--- config.mk ---
export PLATFORM = sky130hd
export DESIGN_NAME = regfile_wb_arbiter
export DESIGN_NICKNAME = d
export VERILOG_FILES = /design/src/rtl/regfile_wb_arbiter.sv
export SDC_FILE = /design/constraint.sdc
export NUM_CORES = 1
export LEC_CHECK = 0
export ABC_AREA = 1
export CORE_MARGIN = 2
export CORE_UTILIZATION = 46
export DETAILED_ROUTE_END_ITERATION = 12
export PLACE_DENSITY_LB_ADDON = 0.08
export SLEW_MARGIN = 20
export SYNTH_ARGS = -nofsm -noshare
export SYNTH_HDL_FRONTEND = slang
export SYNTH_SLANG_ARGS = --single-unit
--- constraint.sdc ---
create_clock -name clk -period 5.2 [get_ports clk]
set_input_delay 0.52 -clock clk [delete_from_list [all_inputs] [get_ports clk]]
set_output_delay 0.52 -clock clk [all_outputs]
set_load 0.02 [all_outputs]
--- src/rtl/regfile_wb_arbiter.sv ---
// Writeback arbiter: round-robin over alu/mem/mdu into one register-file write port,
// with a pending-write scoreboard set at issue and cleared at writeback.
module regfile_wb_arbiter #(
    parameter int DATA_WIDTH = 32,
    parameter int ADDR_WIDTH = 5
) (
    input  logic                  clk,
    input  logic                  reset,
    input  logic                  alu_valid,
    input  logic                  mem_valid,
    input  logic                  mdu_valid,
    output logic                  alu_ready,
    output logic                  mem_ready,
    output logic                  mdu_ready,
    input  logic [ADDR_WIDTH-1:0] alu_addr,
    input  logic [ADDR_WIDTH-1:0] mem_addr,
    input  logic [ADDR_WIDTH-1:0] mdu_addr,
    input  logic [DATA_WIDTH-1:0] alu_data,
    input  logic [DATA_WIDTH-1:0] mem_data,
    input  logic [DATA_WIDTH-1:0] mdu_data,
    output logic                  reg_write,
    output logic [ADDR_WIDTH-1:0] write_addr,
    output logic [DATA_WIDTH-1:0] write_data,
    input  logic                  iss_valid,
    input  logic [ADDR_WIDTH-1:0] iss_rd,
    input  logic [ADDR_WIDTH-1:0] chk_addr_1,
    input  logic [ADDR_WIDTH-1:0] chk_addr_2,
    output logic                  busy_1,
    output logic                  busy_2
);

    localparam int NREG = 1 << ADDR_WIDTH;

    logic [2:0]            vld;
    logic [2:0]            gnt;
    logic [1:0]            ptr_q;
    logic [1:0]            ptr_nxt;
    logic                  hs;
    logic [ADDR_WIDTH-1:0] sel_addr;
    logic [DATA_WIDTH-1:0] sel_data;
    logic [NREG-1:0]       busy_q;
    logic [NREG-1:0]       set_vec;
    logic [NREG-1:0]       clr_vec;
    logic [NREG-1:0]       busy_nxt;

    assign vld = {mdu_valid, mem_valid, alu_valid};

    // Round-robin grant starting at ptr; nothing granted while in reset.
    always_comb begin
        gnt = 3'b000;
        if (!reset) begin
            case (ptr_q)
                2'd1: begin
                    if (vld[1])      gnt = 3'b010;
                    else if (vld[2]) gnt = 3'b100;
                    else if (vld[0]) gnt = 3'b001;
                end
                2'd2: begin
                    if (vld[2])      gnt = 3'b100;
                    else if (vld[0]) gnt = 3'b001;
                    else if (vld[1]) gnt = 3'b010;
                end
                default: begin
                    if (vld[0])      gnt = 3'b001;
                    else if (vld[1]) gnt = 3'b010;
                    else if (vld[2]) gnt = 3'b100;
                end
            endcase
        end
    end

    assign alu_ready = gnt[0];
    assign mem_ready = gnt[1];
    assign mdu_ready = gnt[2];
    assign hs        = |gnt;

    // Select the granted request and advance the pointer past the winner.
    always_comb begin
        sel_addr = alu_addr;
        sel_data = alu_data;
        ptr_nxt  = ptr_q;
        unique case (1'b1)
            gnt[0]: begin
                sel_addr = alu_addr;
                sel_data = alu_data;
                ptr_nxt  = 2'd1;
            end
            gnt[1]: begin
                sel_addr = mem_addr;
                sel_data = mem_data;
                ptr_nxt  = 2'd2;
            end
            gnt[2]: begin
                sel_addr = mdu_addr;
                sel_data = mdu_data;
                ptr_nxt  = 2'd0;
            end
            default: begin
                ptr_nxt = ptr_q;
            end
        endcase
    end

    // Scoreboard update: clear on writeback, set on issue; set wins on a tie.
    always_comb begin
        set_vec = '0;
        clr_vec = '0;
        if (iss_valid && (iss_rd != '0)) begin
            set_vec[iss_rd] = 1'b1;
        end
        if (hs) begin
            clr_vec[sel_addr] = 1'b1;
        end
        busy_nxt    = (busy_q & ~clr_vec) | set_vec;
        busy_nxt[0] = 1'b0;
    end

    // Arbitration pointer and registered write port.
    always_ff @(posedge clk) begin
        if (reset) begin
            ptr_q      <= 2'd0;
            reg_write  <= 1'b0;
            write_addr <= '0;
            write_data <= '0;
        end else begin
            ptr_q     <= ptr_nxt;
            reg_write <= hs && (sel_addr != '0);
            if (hs) begin
                write_addr <= sel_addr;
                write_data <= sel_data;
            end
        end
    end

    // Pending-write scoreboard state.
    always_ff @(posedge clk) begin
        if (reset) begin
            busy_q <= '0;
        end else begin
            busy_q <= busy_nxt;
        end
    end

    assign busy_1 = busy_q[chk_addr_1];
    assign busy_2 = busy_q[chk_addr_2];

endmodule

; ---- Yosys cells after proc, flatten, opt, wreduce, memory -nomap -nowiden
; Index checks and enable logic that the tools add are counted.
[totals]
reg_bits = 72
elab_cells = 49
inputBits = 132
output_inout_bits = 43
[op_classes]
reduce_logical = 8
n_eq_ne = 2
muxes = 24
magnitude_cmp = 6
bitwise = 3
[op_table]
columns = op, count
row1 = $mux 32, 2
row2 = $pmux 32 s2, 1
row3 = $and 32x32->32, 1
row4 = $not 32->32, 1
row5 = $or 32x32->32, 1
row6 = $lt 5x6->1 const B, 4
row7 = $mux 3, 7
row8 = $bmux 1 s5, 2
row9 = $demux 1 s5, 2
row10 = $ge 5x1->1 const B, 2
row11 = $pmux 5 s2, 1
row12 = $reduce_bool 5->1, 2
row13 = $pmux 2 s3, 1
row14 = $pmux 3 s2, 1
row15 = $mux 1, 5
row16 = $logic_and 1x1->1, 4
row17 = $mux 2, 2
row18 = $reduce_bool 3->1, 1
row19 = $reduce_or 3->1, 1
row20 = $eq 2x1->1 const B, 1
row21 = $eq 2x2->1 const B, 1

; ---- Depth between registers and ports, before layout
; Gate-level depths: netlist (run 1).
[depth]
ltp_word = 14
ltp_mapped = 16
ltp_nobuf = 15

; ---- Worst setup path after synthesis (run 1)
; OpenSTA, ideal clock, no wires.
[synth_timing]
kind = input-to-output
from = input port chk_addr_2[0]
to = output port busy_2
path_buffers = 1
setup_slack_ns = 2.971
arrival_ns = 1.709
stages = 8
t_required_ns = 4.680
path_cell_list = inv_1 -> clkbuf_1 -> nor2_1 -> o221ai_1 -> nand3_1 -> o21ai_0 -> nor2_1 -> a31oi_1
[synth_between]
elab_chain_len = 2
[synth_rtl]
columns = item, line
row1 = start: declaration, 27  ; input logic [ADDR_WIDTH-1:0] chk_addr_2,
row2 = $bmux 1 s5, 145  ; assign busy_2 = busy_q[chk_addr_2];
row3 = $mux 1 (implied by the code), 145
row4 = end: declaration, 29  ; output logic busy_2
; Every way passes these cells. The select of a mux whose other input is x is not followed.

; ---- Worst setup path in the final report (run 1)
[layout_timing]
from = register ptr_q[0]
to = output port mem_ready
[layout_between]
elab_chain_len = 3
[layout_rtl]
columns = item, line
row1 = start: declaration, 36  ; logic [1:0] ptr_q;
row2 = start signal: assignment, 126  ; ptr_q <= ptr_nxt;
row3 = $eq 2x2->1 / $eq 2x1->1 (equally long branches), 52  ; case (ptr_q)
row4 = $pmux 3 s2 (*), 52
row5 = $mux 3 (*), 51  ; if (!reset) begin
row6 = end: declaration, 13  ; output logic mem_ready,
; Every way passes the cells marked *; elsewhere a longest branch is shown, timed or not.

==> impl_results.md, run 1 <==
- Worst slack, placed: 1.629 ns
- CTS Hold Bufs: 0
- Post-synth top cells: nand2_1 (203), nor2_1 (72), dfxtp_1 (71), a21oi_1 (69), o21ai_0 (39)
- Hpwl dp: 10440 µm
- Actual slew at the worst max-slew pin: 0.9902 ns
- RePlAce Congestion: 0.8898
- DRC Markers: 0
- Hold WC Path Type: input port to register
- Leak: 2.315 nW
- Total power draw: 1.593 mW
- IO Pins: roughly 180
- Post-Synthesis Cell Area: 0.004084 mm²
- Relative slew margins: 33.92%
- Hold depth: 2
- Final setup violation count: 0
- GRT Total Usage: 28.61%
- Final Slew Violations: 0
- Post-CTS setup buffer count: 0
- CP Capture Type: output port
- Most numerous cell in the Yosys netlist: nand2_1
- Syn_area_per_cell: around 6.4 µm²
- Wirelength per Cell: around 15 µm
- Clock-pin slew on the worst setup and hold paths: 0.08 ns
- Port Buf Inserts: 174
- Clock Tree Buf Depth: 2
- First-pass GRT wire length: 22510 µm
- Fin nets: 935
- Outcome: completed
- Die area: 0.009648 mm²
- Post-synth top area share: 34.80%
- Worst Slack Setup Final: 1.591 ns
- Area grow syn2layout: 48.28%
- CP startpoint kind: register
- Mapped Cells: 642
- Placed insts: between 800 and 900
- Std-Cell Core Area: approximately 0.0087 mm²
- FF-to-FF Start: ptr_q[0]
- Hold Violations, Final: 0
- Max Freq: 277.1 MHz
- Ys flop type: dfxtp_1
- Setup CP Type: register to output port
- Initial antenna violation count: 0
- Synth Warn #: 0
- WHS Endpoint: ptr_q[0]
- Fin cells: ~900
- CTS Buf Count: 9
- R2r endpoint: busy_q[11]
- Reg power frac: 38.0%
- Setup Skew: 0.007434 ns
- Max-Cap Viols: 0
- RSZ-0062 raised after global routing: no
- H-tree level count: 3
- Setup TNS: 0 ns
- Die W: 98.23 µm
- Synth async-reset ratio: 0%
- Clock power share: 30.7%
- Flop2flop setup slack: about 2.4 ns
- Register area share after synthesis: 34.80%
- Via count: 4954
- GRT Residual Overflow: 0
- Comb power frac: 31.3%
- Switching pwr: 0.5131 mW
- Sw Ratio: 32.21%
- Crit path required time: 4.68 ns
- Crit share post-route: 69.40%
- Crit Path Max Fanout: 33
- Final wirelength: 13770 µm
- Layout cells sized above 1: under 10%
- Clock sink count: 71
- Post-route ant nets: 0
- Syn Nets: 776
- Largest area contributor in the netlist: dfxtp_1
- Vias per inst: 5.420
- Yosys cell types: 31
- Number of synthesized flops with an enable pin: 0
- Top post-synthesis cells by area: dfxtp_1 (35%), nand2_1 (19%), a21oi_1 (8.5%)
- Shortest period the worst path allows: between 3 and 4 ns
- Crit path DAT: 3.09 ns
- Rows: 34
- Largest net degree at the start of global routing: between 60 and 70
- Worst R2R Path Depth: 15
- Pre-antenna DRT Iters: 5
- Initial core utilization: between 40% and 50%
- Vias in the first global route: a little under 5000
- CTS tree: built
- Die Ht: 98.23 µm
- Iter 0 DRT Violations: 253
- # resized after CTS: 0
- Root buf cell: clkbuf_8
- Hold path startpoint: reset
- Yosys reg bits: between 70 and 80
- Clk_lat worst skew: between 0.3 and 0.4 ns
- Ant. Diodes: 0
- Internal power: 1.080 mW
- PD cells: 263.1 mW/mm²
- Peak supply drop: 0.1654 mV
[worst max-delay path by stage]
stage                        startpoint   endpoint  cells after the start
after floorplan           chk_addr_2[0]     busy_2                      8
after global placement    chk_addr_2[0]     busy_2                     10
after detailed placement      mem_valid  mdu_ready                      9
after CTS                      ptr_q[0]  mem_ready                      8
after global routing           ptr_q[0]  mem_ready                      8
final                          ptr_q[0]  mem_ready                      8
[registers in the layout, indices dropped and copies added (netlist names)]
name        cells
write_data     32
reg_write       1
ptr_q           2
busy_q         31
write_addr      5
[per-stage QoR]
stage                     hold slack [ns]  cell area (µm²)  utilization, %
after floorplan                    0.4391             4084               -
after global placement             0.4534             5837           67.26
after detailed placement           0.4650             5837           67.26
after CTS                          0.4222             6056           69.78
after global routing               0.4513             6056           69.78
final                              0.4400             6056           69.78
[logic make-up after synthesis]
kind of cell,synth area share (%)
compound gates,22.21
fa+ha+maj,0.6126
buf+inv,7.139
flops,34.80
simple gates,35.23
[worst max-delay path, cell delays in order (launching register included)]
cell	delay, ns
dfxtp_1	0.35
inv_1	0.06
ha_1	0.32
inv_1	0.11
nand2_1	0.07
nand3_2	0.12
nand3_2	0.19
inv_1	0.76
clkdlybuf4s50_1	0.76
[routing by layer]
| metal | routed length [µm] | vias to the layer above | global-route usage (%) |
|---|---|---|---|
| met5 | 0 | - | 0 |
| met4 | 422 | 0 | 14.33 |
| met3 | 1003 | 42 | 4.868 |
| met2 | 6827 | 236 | 50.47 |
| met1 | 5512 | 2196 | 33.41 |
| li1 | - | 2480 | - |
[area by class of cell]
cell class,instances,area [µm²]
clock buffer,9,123.9
sequential,71,1421
timing repair buffer,177,1759
tap,108,135.1
multi-input combinational,502,2371
fill,737,2623
clock inverter,7,95.09
inverter,40,150.1
[power groups by stage]
stage	Clock, mW	Combinational, mW	Sequential (mW)
after floorplan	0	0.231	0.655
after global placement	0	0.489	0.616
after detailed placement	0	0.497	0.617
after CTS	0.496	0.499	0.605
after global routing	0.523	0.545	0.610
final	0.489	0.499	0.605
[cells in the final DEF (no fill, tap or decap), types with 2 or more instances in the layout]
| cell type | instances |
|---|---|
| a21oi_1 | 69 |
| a31oi_1 | 34 |
| buf_4 | 3 |
| bufinv_16 | 2 |
| clkbuf_8 | 9 |
| clkdlybuf4s50_1 | 173 |
| clkinv_2 | 2 |
| dfxtp_1 | 71 |
| ha_1 | 2 |
| inv_1 | 35 |
| inv_2 | 5 |
| inv_6 | 2 |
| nand2_1 | 203 |
| nand2_2 | 2 |
| nand2_4 | 4 |
| nand3_1 | 32 |
| nand3_2 | 2 |
| nand4_1 | 7 |
| nor2_1 | 72 |
| nor2_2 | 8 |
| nor2_4 | 4 |
| nor3_1 | 2 |
| nor4_1 | 2 |
| o211ai_1 | 3 |
| o21ai_0 | 39 |
| o221ai_1 | 10 |
| o22ai_1 | 2 |
(Power assumes the default switching activity.)
==> run 2, diff against run 1 <==
CORE_UTILIZATION = 43   (was 46)
clock period = 3.7 ns   (was 5.2 ns; I/O delays follow)
==> run 2 against run 1 <==
Via count increased by 0.34%; clock-buffer cell count up 2; sequential share of layout area is 0.073 points lower; first-iteration DRC count increased by 5.9%; clock power up 10%; die area increased by 6.7%; final area is 0.31% higher; wire length up 6.0%; global-route usage hardly changed; largest power group unchanged; sequential cell count is the same; power is 32% higher.
==> impl_results.md, run 2 (synthesis gave the netlist of run 1 again) <==
- Outcome: completed
- Peak supply drop: 0.1862 mV (+13%)
- Critical path buffers and inverters: 4 (unchanged)
- Relative slew margins: 54.55% (+21 points)
- Slowest CP cell: clkdlybuf4s50_1
- Die Ht: 101.5 µm (+3.3%)
- Std-Cell Core Area: 0.009240 mm² (+6.5%)
- Layout cells sized above 1: 6.042% (+0.46 points)
- Fin cells: 941 (+3.0%)
- Top cell family by delay on the critical path: buffers and inverters
- Setup CP Type: input port to output port
- Die W: 101.5 µm (+3.3%)
- Max Freq: 328.5 MHz
- Setup Skew: 0.008433 ns (+0.0009994 ns)
- Clock-pin slew on the worst setup and hold paths: 0.08 ns (about the same)
- Top Registers: write_data (32), busy_q (31), write_addr (5)
- Crit path required time: 3.33 ns (-1.35 ns)
- Hpwl dp: 11430 µm (+9.5%)
- First-pass GRT wire length: 23430 µm (+4.1%)
- Vias per inst: 5.283 (-2.5%)
- Iter 0 DRT Violations: 268 (+5.9%)
- RSZ-0062 raised after global routing: no
- Setup TNS: 0 ns (unchanged)
- Crit path DAT: 2.67 ns (-0.42 ns)
- Shortest period the worst path allows: between 3 and 4 ns
- Hold depth: 2 (unchanged)
- GRT Total Usage: 28.65% (+0.044 points)
- CTS tree: built
- Largest net degree at the start of global routing: 65 (-4.4%)
- Crit share post-route: between 80% and 90%
- CTS Buf Count: 9 (unchanged)
- Placed insts: 925 (+3.0%)
- Max reg flops: 32 (unchanged)
- Area grow syn2layout: 48.74%
- Post-CTS setup buffer count: 0 (unchanged)
- Most used cell, CP: o21ai_0
- Die area: 0.01029 mm² (+6.7%)
- Post-route ant nets: 0 (unchanged)
- DRC Markers: 0 (unchanged)
- PD cells: 346.0 mW/mm² (+32%)
- # resized after CTS: 0 (unchanged)
- Actual slew at the worst max-slew pin: 0.6818 ns (-0.3083 ns)
- Final Slew Violations: 0 (unchanged)
- H-tree level count: 3 (unchanged)
- CP Capture Type: output port
- Initial antenna violation count: 1 (+1)
- Worst R2R Path Depth: 14 (-1)
- Hold WC Path Type: input port to register
- Flop2flop setup slack: 1.12 ns (-1.26 ns)
- Vias in the first global route: 5036 (+2.0%)
- Fin nets: 941 (+0.64%)
- Commonest cells after routing, fill and taps aside: nand2_1 (203), clkdlybuf4s50_1 (173), nor2_1 (72)
- Crit Path Max Fanout: 17 (-48%)
- Pre-antenna DRT Iters: 5 (unchanged)
- Rows: 35 (+2.9%)
- IO Pins: 175 (unchanged)
- Multi-input logic area: 0.002371 mm² (unchanged)
- Initial core utilization: 44.20% (-2.9 points)
- FF-to-FF Start: ptr_q[0]
- Clock Tree Buf Depth: 2 (unchanged)
- Most common cell after layout, fill and taps aside: nand2_1
- Root buf cell: clkbuf_8
- FF/Latch Area: 0.001421 mm² (unchanged)
- Leak: 2.319 nW (+0.18%)
- GRT Residual Overflow: 0 (unchanged)
- Final wirelength: 14600 µm (+6.0%)
- Final setup violation count: 0 (unchanged)
- Port Buf Inserts: 174 (unchanged)
- # fillers: 845 (+15%)
- Hold Violations, Final: 0 (unchanged)
- Clk_lat worst skew: 0.34 ns (about the same)
- Final core utilization: 65.74% (-4.0 points)
- Critical Path, Cell by Cell: clkdlybuf4s50_1, buf_4, inv_1, a21oi_1, o21ai_0, nand3_1, o21ai_0, o21ai_0, nor2_1, a31oi_1, clkdlybuf4s50_1
- Hold path startpoint: reset
- CP startpoint kind: input port
- CTS Hold Bufs: 0 (unchanged)
- Wirelength per Cell: 15.51 µm (+3.0%)
- Clock sink count: 71 (unchanged)
- WHS Endpoint: ptr_q[0]
- Reg with most FFs: write_data
- RePlAce Congestion: 0.9954 (+12%)
- Via count: 4971 (+0.34%)
- R2r endpoint: busy_q[26]
- CP max stage delay: 0.63 ns (-0.13 ns)
- Max-Cap Viols: 0 (unchanged)
- Total power draw: 2.102 mW (+32%)
## run 2: power by group
part	total, mW	internal, mW	leakage [nW]	switching (mW)
Sequential	0.850	0.819	0.578	0.0314
Combinational	0.713	0.322	1.66	0.390
Clock	0.539	0.255	0.0850	0.284
## run 2: worst register-to-register path, cell delays in order, from the launching register on
cell and delay (ns):
dfxtp_1 0.34, inv_1 0.07, ha_1 0.32, inv_1 0.08, nand2_1 0.07, nand3_2 0.14, nand3_2 0.20, nand2_4 0.11
nor2_4 0.40, inv_2 0.21, nand2_2 0.19, nor2_4 0.09, nand2_1 0.09, nand2_1 0.06, a21oi_1 0.14
## run 2: how the worst max path moves through the flow
stage | cells after the start | slack (ns) | from | to
finish | 11 | 0.66 | chk_addr_2[0] | busy_2
global route | 10 | 0.46 | chk_addr_2[0] | busy_2
CTS | 11 | 0.65 | chk_addr_2[0] | busy_2
detailed placement | 11 | 0.65 | chk_addr_2[0] | busy_2
global placement | 11 | 0.72 | chk_addr_2[0] | busy_2
floorplan | 14 | 1.72 | ptr_q[0] | busy_q[8]
## run 2: per-stage QoR
stage / area (µm²) / hold WS [ns] / worst slack [ns]
floorplan: 4084 / 0.4391 / 1.717
global placement: 5908 / 0.4517 / 0.7222
detailed placement: 5908 / 0.4561 / 0.6479
CTS: 6072 / 0.2733 / 0.6490
global route: 6075 / 0.2925 / 0.4609
finish: 6075 / 0.2895 / 0.6562
## run 2: routing by layer
| metal | global-route usage [%] | part of all wire, % | vias up |
|---|---|---|---|
| met3 | 5.659 | 6.0 | 24 |
| met5 | 0 | 0 | - |
| li1 | - | - | 2484 |
| met2 | 53.03 | 51 | 175 |
| met1 | 32.78 | 41 | 2288 |
| met4 | 9.667 | 2.2 | 0 |
## run 2: layout make-up
type	count	share of cell area, %
Multi-Input combinational cell	502	39.03
Timing Repair Buffer	183	29.70
Sequential cell	71	23.40
Tap cell	129	2.657
Inverter	40	2.472
Clock buffer	11	2.328
Clock inverter	4	0.3708
Antenna cell	1	0.04119
